`src/rtl/dft_phase_gen_pkg.sv`:
```
// Shared types and constants for the DFT phase/address generator.
// Holds the FSM state encoding, default widths and the quarter-cycle offset.
package dft_phase_gen_pkg;

  localparam int DEF_ADDR_W    = 10;
  localparam int DEF_NPTS_LOG2 = 10;

  typedef enum logic [1:0] {
    ST_IDLE = 2'd0,
    ST_RUN  = 2'd1,
    ST_DONE = 2'd2
  } state_t;

  // Quarter of a sine period in LUT entries: turns a sine address into a cosine one.
  function automatic int quarter_off(input int aw);
    return 1 << (aw - 2);
  endfunction

  localparam int QTR_OFF = quarter_off(DEF_ADDR_W);

endpackage

```
`src/rtl/dft_phase_acc.sv`:
```
// Phase accumulator: modulo-2^W running sum of step, with synchronous clear.
// Latency: 1 cycle from clr/en to phase; no backpressure of its own, en gates updates.
// Clear has priority over enable.
module dft_phase_acc
  import dft_phase_gen_pkg::*;
#(
  parameter int W = DEF_ADDR_W
) (
  input  logic         clk,
  input  logic         reset,
  input  logic         clr,
  input  logic         en,
  input  logic [W-1:0] step,
  output logic [W-1:0] phase
);

  always_ff @(posedge clk) begin
    if (reset || clr) begin
      phase <= '0;
    end else if (en) begin
      phase <= phase + step;
    end
  end

endmodule

```
`src/rtl/dft_phase_gen.sv`:
```
// Sweeps DFT bins k=bin_first..bin_last, n=0..N-1, emitting sine/cosine LUT addresses (k*n) mod 2^ADDR_W.
// Latency: first point one cycle after an accepted start, then one point per cycle.
// Backpressure: all registered outputs hold while valid && !ready.
module dft_phase_gen
  import dft_phase_gen_pkg::*;
#(
  parameter int ADDR_W    = DEF_ADDR_W,
  parameter int NPTS_LOG2 = DEF_NPTS_LOG2
) (
  input  logic                 clk,
  input  logic                 reset,
  input  logic                 start,
  input  logic [ADDR_W-1:0]    bin_first,
  input  logic [ADDR_W-1:0]    bin_last,
  input  logic                 ready,
  output logic [ADDR_W-1:0]    sin_addr,
  output logic [ADDR_W-1:0]    cos_addr,
  output logic [ADDR_W-1:0]    bin_idx,
  output logic [NPTS_LOG2-1:0] samp_idx,
  output logic                 valid,
  output logic                 first_samp,
  output logic                 last_samp,
  output logic                 busy,
  output logic                 done,
  output logic                 err
);

  localparam logic [ADDR_W-1:0]    QTR    = ADDR_W'(quarter_off(ADDR_W));
  localparam logic [NPTS_LOG2-1:0] N_LAST = '1;

  state_t            state;
  logic [ADDR_W-1:0] k_last;
  logic [ADDR_W-1:0] phase;
  logic              xfer;
  logic              pt_last;
  logic              bin_end;
  logic              accept;
  logic              acc_clr;
  logic              acc_en;

  assign xfer    = valid && ready;
  assign pt_last = (samp_idx == N_LAST);
  assign bin_end = (bin_idx == k_last);
  assign accept  = (state == ST_IDLE) && start && (bin_first <= bin_last);

  // Phase restarts at zero at every bin boundary, so k*n never needs a multiplier.
  assign acc_clr = accept || ((state == ST_RUN) && xfer && pt_last);
  assign acc_en  = (state == ST_RUN) && xfer && !pt_last;

  dft_phase_acc #(
    .W (ADDR_W)
  ) u_acc (
    .clk   (clk),
    .reset (reset),
    .clr   (acc_clr),
    .en    (acc_en),
    .step  (bin_idx),
    .phase (phase)
  );

  assign sin_addr = phase;
  assign cos_addr = phase + QTR;

  always_ff @(posedge clk) begin
    if (reset) begin
      state      <= ST_IDLE;
      k_last     <= '0;
      bin_idx    <= '0;
      samp_idx   <= '0;
      valid      <= 1'b0;
      first_samp <= 1'b0;
      last_samp  <= 1'b0;
      busy       <= 1'b0;
      done       <= 1'b0;
      err        <= 1'b0;
    end else begin
      done <= 1'b0;
      err  <= 1'b0;
      case (state)
        ST_IDLE: begin
          if (start) begin
            if (bin_first <= bin_last) begin
              state      <= ST_RUN;
              bin_idx    <= bin_first;
              k_last     <= bin_last;
              samp_idx   <= '0;
              valid      <= 1'b1;
              first_samp <= 1'b1;
              last_samp  <= 1'b0;
              busy       <= 1'b1;
            end else begin
              err <= 1'b1;
            end
          end
        end
        ST_RUN: begin
          if (xfer) begin
            if (!pt_last) begin
              samp_idx   <= samp_idx + 1'b1;
              first_samp <= 1'b0;
              last_samp  <= (samp_idx == N_LAST - 1'b1);
            end else if (!bin_end) begin
              bin_idx    <= bin_idx + 1'b1;
              samp_idx   <= '0;
              first_samp <= 1'b1;
              last_samp  <= 1'b0;
            end else begin
              state      <= ST_DONE;
              valid      <= 1'b0;
              first_samp <= 1'b0;
              last_samp  <= 1'b0;
              busy       <= 1'b0;
              done       <= 1'b1;
            end
          end
        end
        ST_DONE: begin
          state <= ST_IDLE;
        end
        default: begin
          state <= ST_IDLE;
        end
      endcase
    end
  end

endmodule

```
`config.mk`:
```
export PLATFORM = sky130hd
export DESIGN_NAME = dft_phase_gen
export DESIGN_NICKNAME = d
export VERILOG_FILES = /design/src/rtl/dft_phase_gen_pkg.sv /design/src/rtl/dft_phase_acc.sv /design/src/rtl/dft_phase_gen.sv
export SDC_FILE = /design/constraint.sdc
export NUM_CORES = 1
export LEC_CHECK = 0
export ABC_AREA = 1
export BUFFER_PORTS_ARGS = -buffer_cell sky130_fd_sc_hd__buf_2
export CAP_MARGIN = 5
export CORE_ASPECT_RATIO = 0.75
export CORE_UTILIZATION = 60
export CTS_BUF_LIST = sky130_fd_sc_hd__clkbuf_4 sky130_fd_sc_hd__clkbuf_8
export DETAILED_ROUTE_END_ITERATION = 12
export PLACE_DENSITY = 0.95
export REMOVE_ABC_BUFFERS = 1
export SYNTH_ARGS = -nofsm -noshare
export SYNTH_HDL_FRONTEND = slang
export SYNTH_SLANG_ARGS = --single-unit
export TNS_END_PERCENT = 100
```
`constraint.sdc`:
```
create_clock -name clk -period 3.65 [get_ports clk]
set_clock_uncertainty 0.2 [all_clocks]
set_input_delay 0.73 -clock clk [delete_from_list [all_inputs] [get_ports clk]]
set_output_delay 0.73 -clock clk [all_outputs]
set_load 0.005 [all_outputs]
```
* Word level (Yosys, flattened, before mapping)
Index checks and enable logic that the tools add are counted.
** Storage, ports and cells
- Register bits after elaboration :: 47
- Input bits :: 24
- Output and inout port bits :: 46
- Logic and storage cells :: 85
** Operators by class
- Add/subtract/negate cells :: 4
- Magnitude comparators :: 1
- Equality and inequality tests :: 11
- Multiplexer cells :: 35
- Bitwise logic cells :: 5
- Reduce and logical (&&, ||, !) cells :: 19
** Operators with widths (count)
- 10-bit two-way mux :: 10
- 10-bit one-hot mux with 2 select lines :: 2
- 10-bit by 1-bit adder with 10-bit output (second input constant) :: 2
- 10-bit == test (second input constant) :: 2
- 1-bit two-way mux :: 14
- 6-bit AND reduction :: 2
- 10-bit adder :: 1
- 10-bit by 9-bit adder with 10-bit output (second input constant) :: 1
- 10-bit == test :: 1
- 10-bit <= comparator :: 1
- 2-bit two-way mux :: 5
- 2-bit inequality test (second input constant) :: 5
- 5-bit AND reduction :: 2
- 1-bit logical AND :: 6
- 1-bit one-hot mux with 2 select lines :: 3
- 1-bit NOT :: 5
- 2-bit one-hot mux with 2 select lines :: 1
- 4-bit AND reduction :: 1
- 4-bit OR reduction :: 1
- 3-bit inequality test (second input constant) :: 1
- 3-bit AND reduction :: 1
- 3-bit OR reduction :: 1
- 2-bit by 1-bit == test with 1-bit output (second input constant) :: 1
- 2-bit logical NOT :: 1
- other kinds (4) :: 5

* Logic depth before layout (Yosys ltp)
Gate-level depths: netlist of run 1.
- Word-level depth :: 5
- Depth in mapped cells :: 16
- Depth with buffers taken out :: 15

* Hierarchy
A second synthesis of run 1 with hierarchy kept.
** Second synthesis, totals
- Cells, all modules :: 536
- Area total of the unflattened synthesis :: 3388.2 um^2
** Modules (own cells, without submodules)
- dft_phase_gen :: times used 1, cells each 403, area each 2537.4 um^2, sequential area each 740.7 um^2
- dft_phase_acc :: times used 1, cells each 133, area each 850.8 um^2, sequential area each 200.2 um^2

* Least setup slack after synthesis of run 1
OpenSTA, ideal clock, no wires.
- Kind :: input -> register
- Start point :: input port bin_last[9]
- End point :: register k_last[1]
- Setup time :: 0.116 ns
- Data arrival time :: 2.060 ns
- Required time :: 3.334 ns
- Setup slack :: 1.274 ns
- Stages on the path :: 13
- Path buffers :: 1
- Cells stage by stage :: inv_1 -> ha_1 -> nand2_1 -> inv_1 -> a21oi_1 -> nand3_1 -> nand3_2 -> nand2_2 -> nor2_1 -> inv_1 -> buf_4 -> nor2_1 -> nor2_1
** On the way
- Cells in the longest elaborated chain, start to end :: 2
** RTL lines
- from (decl) :: RTL line dft_phase_gen.sv:14 : input logic [ADDR_W-1:0] bin_last,
- 10-bit <= comparator :: RTL line dft_phase_gen.sv:82 : if (bin_first <= bin_last) begin
- 3-bit AND reduction (no line)
- to (signal assigned) :: RTL line dft_phase_gen.sv:85 : k_last <= bin_last;
- to (decl) :: RTL line dft_phase_gen.sv:32 : logic [ADDR_W-1:0] k_last;
Every way passes these cells.
A chain may end at the register's enable or synchronous reset.

* Worst setup path after layout of run 1
- Start point :: input port bin_last[5]
- End point :: register u_acc.phase[2]
** On the way
- Cells in the longest elaborated chain, start to end :: 4
** RTL lines
- 10-bit <= comparator :: RTL line dft_phase_gen.sv:44 : assign accept = (state == ST_IDLE) && start && (bin_first <= bin_last);
- 1-bit logical AND :: RTL line dft_phase_gen.sv:44
- 1-bit logical OR :: RTL line dft_phase_gen.sv:47 : assign acc_clr = accept || ((state == ST_RUN) && xfer && pt_last);
- 1-bit logical OR :: RTL line dft_phase_acc.sv:18 : if (reset || clr) begin
- to (signal assigned) :: RTL line dft_phase_acc.sv:21 : phase <= phase + step;
- to (decl) :: RTL line dft_phase_acc.sv:14 : output logic [W-1:0] phase
Every way passes these cells.

==> out/metrics.cfg, run 1 <==
[outcome]
outcome = finished clean

[sta]
timing.fmax_mhz = 346.4
period_needed_ps = 2887
post-route-period-util_pct = 79.09
hold_viol = 0
rsz0062_at_grt = no
slew-limit-headroom_pct = 40.51
tightest_slew_ps = 891.4
final.setup.tns_ps = 0
setup_violations = 0
slew_violations = 0

[final_layout]
multi_input_area_um2 = 1984
area_growth_syn_to_layout_pct = 11.69
insertedDiodeCount = 0
design_area_um2 = 3682
fin_cells = 623
drive_gt1_share_pct = 18.87
finish.utilization_pct = 72.31
seq_area_um2 = 940.9
finalNetCount = 599
fill_cells = 400

[clock_network]
h-tree-depth = 2
clk_latency_ps = 310
ctsLongestPathBuffers = 2
cts_tree = built
cts.sinks = 47
cts_buffers = 5
post_cts_buffers = 0
cts_resized = 0
clk_pin_slew_worst_paths_ps = 80
cts_hold_buffers = 0
cts_root_buf = clkbuf_8

[detailed_routing]
drt_pre_antenna_iters = 5
ant_nets = 0
via_per_inst = 5.438
drtIter0Drc = 336
drc = 0
drt-total-wl_um = 8468
vias = 3388
wl_per_cell_um = 13.59

[global_route]
grt_max_degree = 33
grt_pass1_wl_um = 13560
grt_pass1_vias = 2927
antenna_found_initial = 0
grt_use_total_pct = 30.84
gr-total-overflow = 0

[yosys]
synth_top_area_share_pct = 28.54
synthTopCellsByArea = dfxtp_1 29%, nand2_1 12%, nor2_1 10%
synth_most_common_cell = nand2_1
netlist_area_um2 = 3297
yosysWarnings = 0
netlist_top_cells_count = 104 x nand2_1, 91 x nor2_1, 58 x inv_1
ys_seq_area_share_pct = 28.54
synth.distinct_cells = 38
synth_edf_count = 0
synth-seq-cells = 47
ys_async_sr_fraction_pct = 0
synthCells = 496
yosysTopAreaCell = dfxtp_1
avgSynthCellArea_um2 = 6.647
ys.flop_type = dfxtp_1

[floorplan]
io_pins = 70
die_h_um = 66.20
rows = 22
start_util_pct = 64.74
coreArea_um2 = 5092
die_width_um = 87.60
die_area_um2 = 5798

[setup_path]
r2r-start = bin_idx[0]
required_ps = 3680
critical_path_class = input port to register
ff2ff_path_depth = 10
cp.arrival_ps = 2920
r2r-end = u_acc.phase[6]
regToRegSetupSlack_ps = 1120
start_kind = input port
end_kind = register
path_max_fanout = 13

[placement]
dp_cells = 617
hpwl_um = 6444
place_area_um2 = 3606
portBuffers = 69
gp_congestion = 0.9313

[min_path]
hold_start = u_acc.phase[5]
min_to = u_acc.phase[5]
hold_class = register to register
worstHoldPathCells = 2

[power_and_ir_drop]
p_total_mw = 1.443
p_per_area_nw_per_um2 = 392.0
ir_drop_mv = 0.1968
leakagePower_nw = 1.964

[flow_run]
drv_cap = 0

cells in the final DEF, fill, tap and decap left out, drive strengths merged:
| cell type | synthesis | routed |
|---|---|---|
| a21oi | 26 | 26 |
| a31oi | 4 | 4 |
| buf | 16 | 70 |
| clkbuf | 5 | 6 |
| dfxtp | 47 | 47 |
| fa | 1 | 1 |
| ha | 22 | 22 |
| inv | 62 | 62 |
| mux2i | 1 | 1 |
| nand2 | 114 | 114 |
| nand3 | 28 | 28 |
| nand3b | 3 | 3 |
| nand4 | 7 | 7 |
| nor2 | 97 | 97 |
| nor3 | 2 | 2 |
| nor3b | 1 | 1 |
| nor4 | 3 | 3 |
| o21ai | 30 | 30 |
| o21bai | 2 | 2 |
| o31ai | 1 | 1 |
| or2 | 6 | 6 |
| xnor2 | 5 | 5 |
| xor2 | 13 | 13 |
routing by layer:
| metal | share of wire (%) | routed length, um | GRT usage, % | up-vias |
|---|---|---|---|---|
| li1 | - | - | - | 1671 |
| met4 | 1.7 | 140 | 10.86 | 0 |
| met1 | 44 | 3754 | 42.22 | 1521 |
| met2 | 44 | 3758 | 48.05 | 175 |
| met5 | 0 | 0 | 0 | - |
| met3 | 9.6 | 814 | 6.367 | 21 |
where the power goes:
part	switching (mW)	leakage (nW)	internal (mW)
Clock	0.170	0.0406	0.135
Sequential	0.0831	0.385	0.572
Combinational	0.301	1.54	0.182
Total	0.554	1.96	0.889
state kept, by name, indices dropped and copies added, names as in the netlist:
name	count
done	1
samp_idx	10
k_last	10
first_samp	1
err	1
bin_idx	10
last_samp	1
state	2
u_acc.phase	10
busy	1
metrics by stage:
| step | setup WS (ps) | hold WS [ps] |
|---|---|---|
| final | 763.3 | 313.1 |
| after global placement | 737.0 | 268.8 |
| after global routing | 637.1 | 341.5 |
| after detailed placement | 567.1 | 293.9 |
| after floorplan | 963.7 | 255.0 |
| after CTS | 866.8 | 305.7 |
critical path: stages:
cell	delay (ps)
buf_2	110
inv_1	50
ha_1	290
nand2_1	70
nor2_1	200
nand3_1	110
nand3_1	130
nand3_2	120
nand2_2	150
nor2_1	80
inv_1	420
nand2_2	250
a21oi_1	210
cell families after synthesis:
logic type,Yosys count,synth area share [%]
AND/OR/NAND/NOR,261,36.09
buffers and inverters,83,11.27
AO/OA/AOI/OAI,63,10.06
flip-flops,47,28.54
adder cells (fa/ha/maj),23,8.956
XOR/XNOR,18,4.782
multiplexers,1,0.3036
how the worst max path moves through the flow:
stage	startpoint	endpoint	slack, ps	depth (start not counted)
after floorplan	bin_last[9]	u_acc.phase[0]	960	12
after global placement	bin_last[5]	u_acc.phase[8]	740	13
after detailed placement	bin_last[5]	u_acc.phase[2]	570	13
after CTS	bin_last[5]	u_acc.phase[2]	870	13
after global routing	bin_last[5]	u_acc.phase[2]	640	13
final	bin_last[5]	u_acc.phase[2]	760	13
cell type report:
type	instances	area share (%)
clock buffer	6	2.073
inverter	62	6.456
multi-input combinational	366	53.89
sequential	47	25.55
tap	72	2.446
timing repair buffer	70	9.582
Power figures use the tool's default switching activity.
==> inputs of run 2 (changes only) <==
- CORE_UTILIZATION: 60 -> 51
- PLACE_DENSITY: 0.95 -> 0.89
- clock period: 3.65 -> 2.38 ns (I/O delays scaled with it)
==> run 2 against run 1 <==
Effect of this change:
- power increased by 61%
- global-route usage is 5.1 points lower
- sequential power rose by 51%
- combinational power grew 65%
- final cell count is 3.0% higher
- hold slack lost 98 ps
- sequential cell count unchanged
- critical endpoint is now u_acc.phase[6]
- non-clock buffer count up 11
- clock-buffer cell count increased by 1
- design area rose by 3.8%
- first-iteration DRC count shrank 9.2%
- largest power group unchanged
==> out/metrics.cfg, run 2 (same netlist as run 1, synthesis figures left out) <==
[sta]
tightest_slew_ps = 530.1
post-route-period-util_pct = 95.92
setup_violations = 0
rsz0062_at_grt = no
timing.fmax_mhz = 438.0
period_needed_ps = 2283
slew_violations = 0
final.setup.tns_ps = 0
hold_viol = 0
slew-limit-headroom_pct = 64.62

[final_layout]
final_cell_mix = 103 x nand2_1, 91 x nor2_1, 69 x buf_2
layout.cells.most_common = nand2_1
finish.utilization_pct = 63.33
finalNetCount = 610
insertedDiodeCount = 0
fin_cells = 642
drive_gt1_share_pct = 21.63
area_growth_syn_to_layout_pct = 15.94

[setup_path]
r2r-start = u_acc.phase[0]
start_kind = register
crit_start = u_acc.phase[0]
cp.arrival_ps = 2270
r2r-end = u_acc.phase[6]
critical_path_class = register to register
regToRegSetupSlack_ps = 100
required_ps = 2370
ff2ff_path_depth = 10
end_kind = register
path_max_fanout = 4

[clock_network]
cts_buffers = 5
cts_root_buf = clkbuf_8
post_cts_buffers = 0
clk_pin_slew_worst_paths_ps = 90
cts_tree = built
h-tree-depth = 2
cts.sinks = 47
clk_latency_ps = 300
ctsLongestPathBuffers = 2

[detailed_routing]
drtIter0Drc = 305
drt_pre_antenna_iters = 5
vias = 3352
via_per_inst = 5.221
drt-total-wl_um = 8475
drc = 0
wl_per_cell_um = 13.20
wl_met1_um = 3854
wl_met2_um = 3857
top_layer = met4
ant_nets = 0
dr_wl_met3_um = 673

[placement]
gp_congestion = 0.9127
hpwl_um = 6601
portBuffers = 69
dp_cells = 634

[global_route]
grt_use_total_pct = 25.73
antenna_found_initial = 0
gr-total-overflow = 0
grt_pass1_vias = 3080
grt_pass1_wl_um = 13790
grt_max_degree = 33

[power_and_ir_drop]
leakagePower_nw = 2.041
p_per_area_nw_per_um2 = 609.0
ir_drop_mv = 0.2661

[min_path]
hold_class = input port to register
hold_start = bin_last[3]
min_to = k_last[3]
worstHoldPathCells = 3

[floorplan]
die_width_um = 94.84
coreArea_um2 = 6036
io_pins = 70
die_area_um2 = 6793
start_util_pct = 54.62
rows = 24
die_h_um = 71.63

[outcome]
outcome = finished clean

[flow_run]
drv_cap = 0

[run 2: changes by cell type in the layout (fill, tap and decap cells not counted), moves of 2 or more]
cell / delta
buf_4: +10
dfxtp_1: -3
clkbuf_8: +2
dfxtp_2: +3
[run 2: how the worst max path moves through the flow]
stage | slack [ps] | endpoint
after global routing | 20 | u_acc.phase[6]
after global placement | -20 | bin_idx[0]
final | 100 | u_acc.phase[6]
after detailed placement | -80 | u_acc.phase[6]
after floorplan | -50 | u_acc.phase[0]
after CTS | 90 | u_acc.phase[6]
[run 2: worst max-delay path: stages, from the launching register on]
cell,delay (ps)
dfxtp_2,360
ha_1,180
inv_1,80
fa_1,390
inv_1,120
a21oi_1,100
o21bai_2,210
a21oi_1,110
or2_2,280
nand3_1,80
a21oi_1,80
[run 2: per-layer routing]
layer	up-vias	track usage (%)
met2	145	40.53
met5	-	0
met3	11	3.715
met1	1503	36.14
met4	0	8.586
li1	1693	-
[run 2: where the power goes]
| group | switching (mW) | internal [mW] |
|---|---|---|
| clock | 0.277 | 0.265 |
| combinational | 0.479 | 0.317 |
| sequential | 0.112 | 0.878 |
| total | 0.868 | 1.46 |
[run 2: area by class of cell]
class | instances | area (um^2)
clock buffer | 7 | 96.34
inverter | 62 | 237.7
tap | 78 | 97.59
clock inverter | 1 | 7.507
multi-input combinational | 366 | 1991
sequential | 47 | 944.7
timing repair buffer | 81 | 447.9
fill | 514 | 2213
[run 2: per-stage QoR]
step / instance area, um^2 / setup slack [ps] / power, mW / hold WS, ps
5_1_grt: 3822 / 17.10 / 2.487 / 233.0
6_report: 3822 / 97.07 / 2.328 / 214.6
3_5_place_dp: 3709 / -79.35 / 1.785 / 277.7
3_3_place_gp: 3709 / -18.19 / 1.752 / 275.6
4_1_cts: 3816 / 94.72 / 2.323 / 210.4
2_1_floorplan: 3163 / -52.26 / 1.498 / 255.0
[run 2: repair_timing]
action / in CTS / in global routing
gates resized for setup: 1 / 4
hold endpoints to repair: 0 / 0
pin swaps: 0 / 0
hold buffers: 0 / 0
endpoints found under the setup margin: 1 / 8
==> inputs of run 3 (changes only) <==
- REMOVE_ABC_BUFFERS: 1 -> default
==> run 3 against run 2 <==
Effect of this change:
- clock power is 13% higher
- first-iteration DRC count is 19% lower
- final cell count is 0.16% higher
- via count is 3.8% higher
- sequential power is 0.5% higher
- power is 3.4% higher
- die area stayed put
- design area is 0.56% higher
- sequential cell count stayed put
- critical endpoint unchanged
- largest power group unchanged
==> out/metrics.cfg, run 3 (same netlist as run 1, synthesis figures left out) <==
[outcome]
outcome = finished clean

[flow_run]
drv_cap = 0

[sta]
slew_violations = 0
period_needed_ps = 2251
setup_slack_ps = 129.2
post-route-period-util_pct = 94.57
fin_hold_ws_ps = 220.5
slew-limit-headroom_pct = 68.00
rsz0062_at_grt = no
setup_violations = 0
hold_viol = 0
tightest_slew_ps = 479.5
timing.fmax_mhz = 444.3

[clock_network]
ctsLongestPathBuffers = 2
cts_root_buf = clkbuf_8
post_cts_buffers = 0
cts.sinks = 47
cts_hold_buffers = 0
clk_latency_ps = 300
clk_pin_slew_worst_paths_ps = 90
cts_buffers = 5
cts_tree = built
h-tree-depth = 2
cts_resized = 0

[setup_path]
start_kind = register
end_kind = register
required_ps = 2380
cp.arrival_ps = 2250
critical_path_class = register to register
path_max_fanout = 6

[detailed_routing]
vias = 3479
top_layer = met4
ant_nets = 0
drc = 0
via_per_inst = 5.411
drt_pre_antenna_iters = 5
wl_met2_um = 3832
wl_met1_um = 3809
wl_per_cell_um = 13.40
drt-total-wl_um = 8615
dr_wl_met3_um = 815
drtIter0Drc = 247

[floorplan]
io_pins = 70
rows = 24
die_area_um2 = 6793
coreArea_um2 = 6036
start_util_pct = 54.62
die_width_um = 94.84
die_h_um = 71.63

[global_route]
antenna_found_initial = 0
gr-total-overflow = 0
grt_pass1_vias = 3119
grt_pass1_wl_um = 14180
grt_max_degree = 21
grt_use_total_pct = 26.27

[power_and_ir_drop]
p_comb_share_pct = 33.2
switchingPower_mw = 0.8739
pwr-share-clk_pct = 25.4
intPower_mw = 1.534
leakagePower_nw = 2.055
p_per_area_nw_per_um2 = 626.5
ir_drop_mv = 0.3326
seq_power_share_pct = 41.4
switching_share_pct = 36.29

[yosys]
syn_nets = 543

[min_path]
hold_class = input port to register

[final_layout]
layout.cells.most_common = nand2_1
design_area_um2 = 3844
area_growth_syn_to_layout_pct = 16.58
insertedDiodeCount = 0
drive_gt1_share_pct = 21.59
final_cell_mix = 103 x nand2_1, 90 x nor2_1, 69 x buf_2
finalNetCount = 611
finish.utilization_pct = 63.68

[placement]
portBuffers = 69
hpwl_um = 6556
gp_congestion = 0.8741
dp_slack_ps = -29.36
place_area_um2 = 3716

## run 3: through the flow
step	std cells	TNS [ps]	power, mW
detailed placement	635	-132.5	1.784
global placement	635	0	1.748
finish	643	0	2.408
floorplan	496	0	1.529
global route	643	0	2.563
CTS	643	0	2.399
## run 3: metal layers
metal | vias to the layer above | GRT usage (%)
met1 | 1568 | 36.47
li1 | 1694 | -
met3 | 18 | 4.671
met2 | 199 | 40.85
met5 | - | 0
met4 | 0 | 9.596
## run 3: final timing paths
check	cells past startpoint	from	to	slack (ps)
min reg2reg	2	u_acc.phase[2]	u_acc.phase[2]	300
min	3	bin_last[3]	k_last[3]	220
max	9	bin_idx[1]	u_acc.phase[6]	130
max reg2reg	9	bin_idx[1]	u_acc.phase[6]	130
## run 3: power groups by stage
stage / registers, mW / logic (mW) / clock network [mW]
2_1_floorplan: 0.988 / 0.541 / 0
3_3_place_gp: 1.00 / 0.744 / 0
3_5_place_dp: 1.01 / 0.774 / 0
4_1_cts: 0.993 / 0.784 / 0.621
5_1_grt: 1.01 / 0.895 / 0.660
6_report: 0.996 / 0.799 / 0.613
## run 3: worst max-delay path, cell delays in order (launching register included)
cell and delay (ps):
dfxtp_1 460, inv_1 130, fa_1 420, inv_1 110
a21oi_1 90, o21bai_2 210, a21oi_1 120, or2_2 280
nand3_1 70, a21oi_1 60
## run 3: cell type report
class | instances | area [um^2]
Fill cell | 519 | 2192
Multi-Input combinational cell | 366 | 1993
Sequential cell | 47 | 942.2
Timing Repair Buffer | 82 | 455.4
Inverter | 62 | 237.7
Tap cell | 78 | 97.59
Clock buffer | 6 | 82.58
Clock inverter | 2 | 35.03
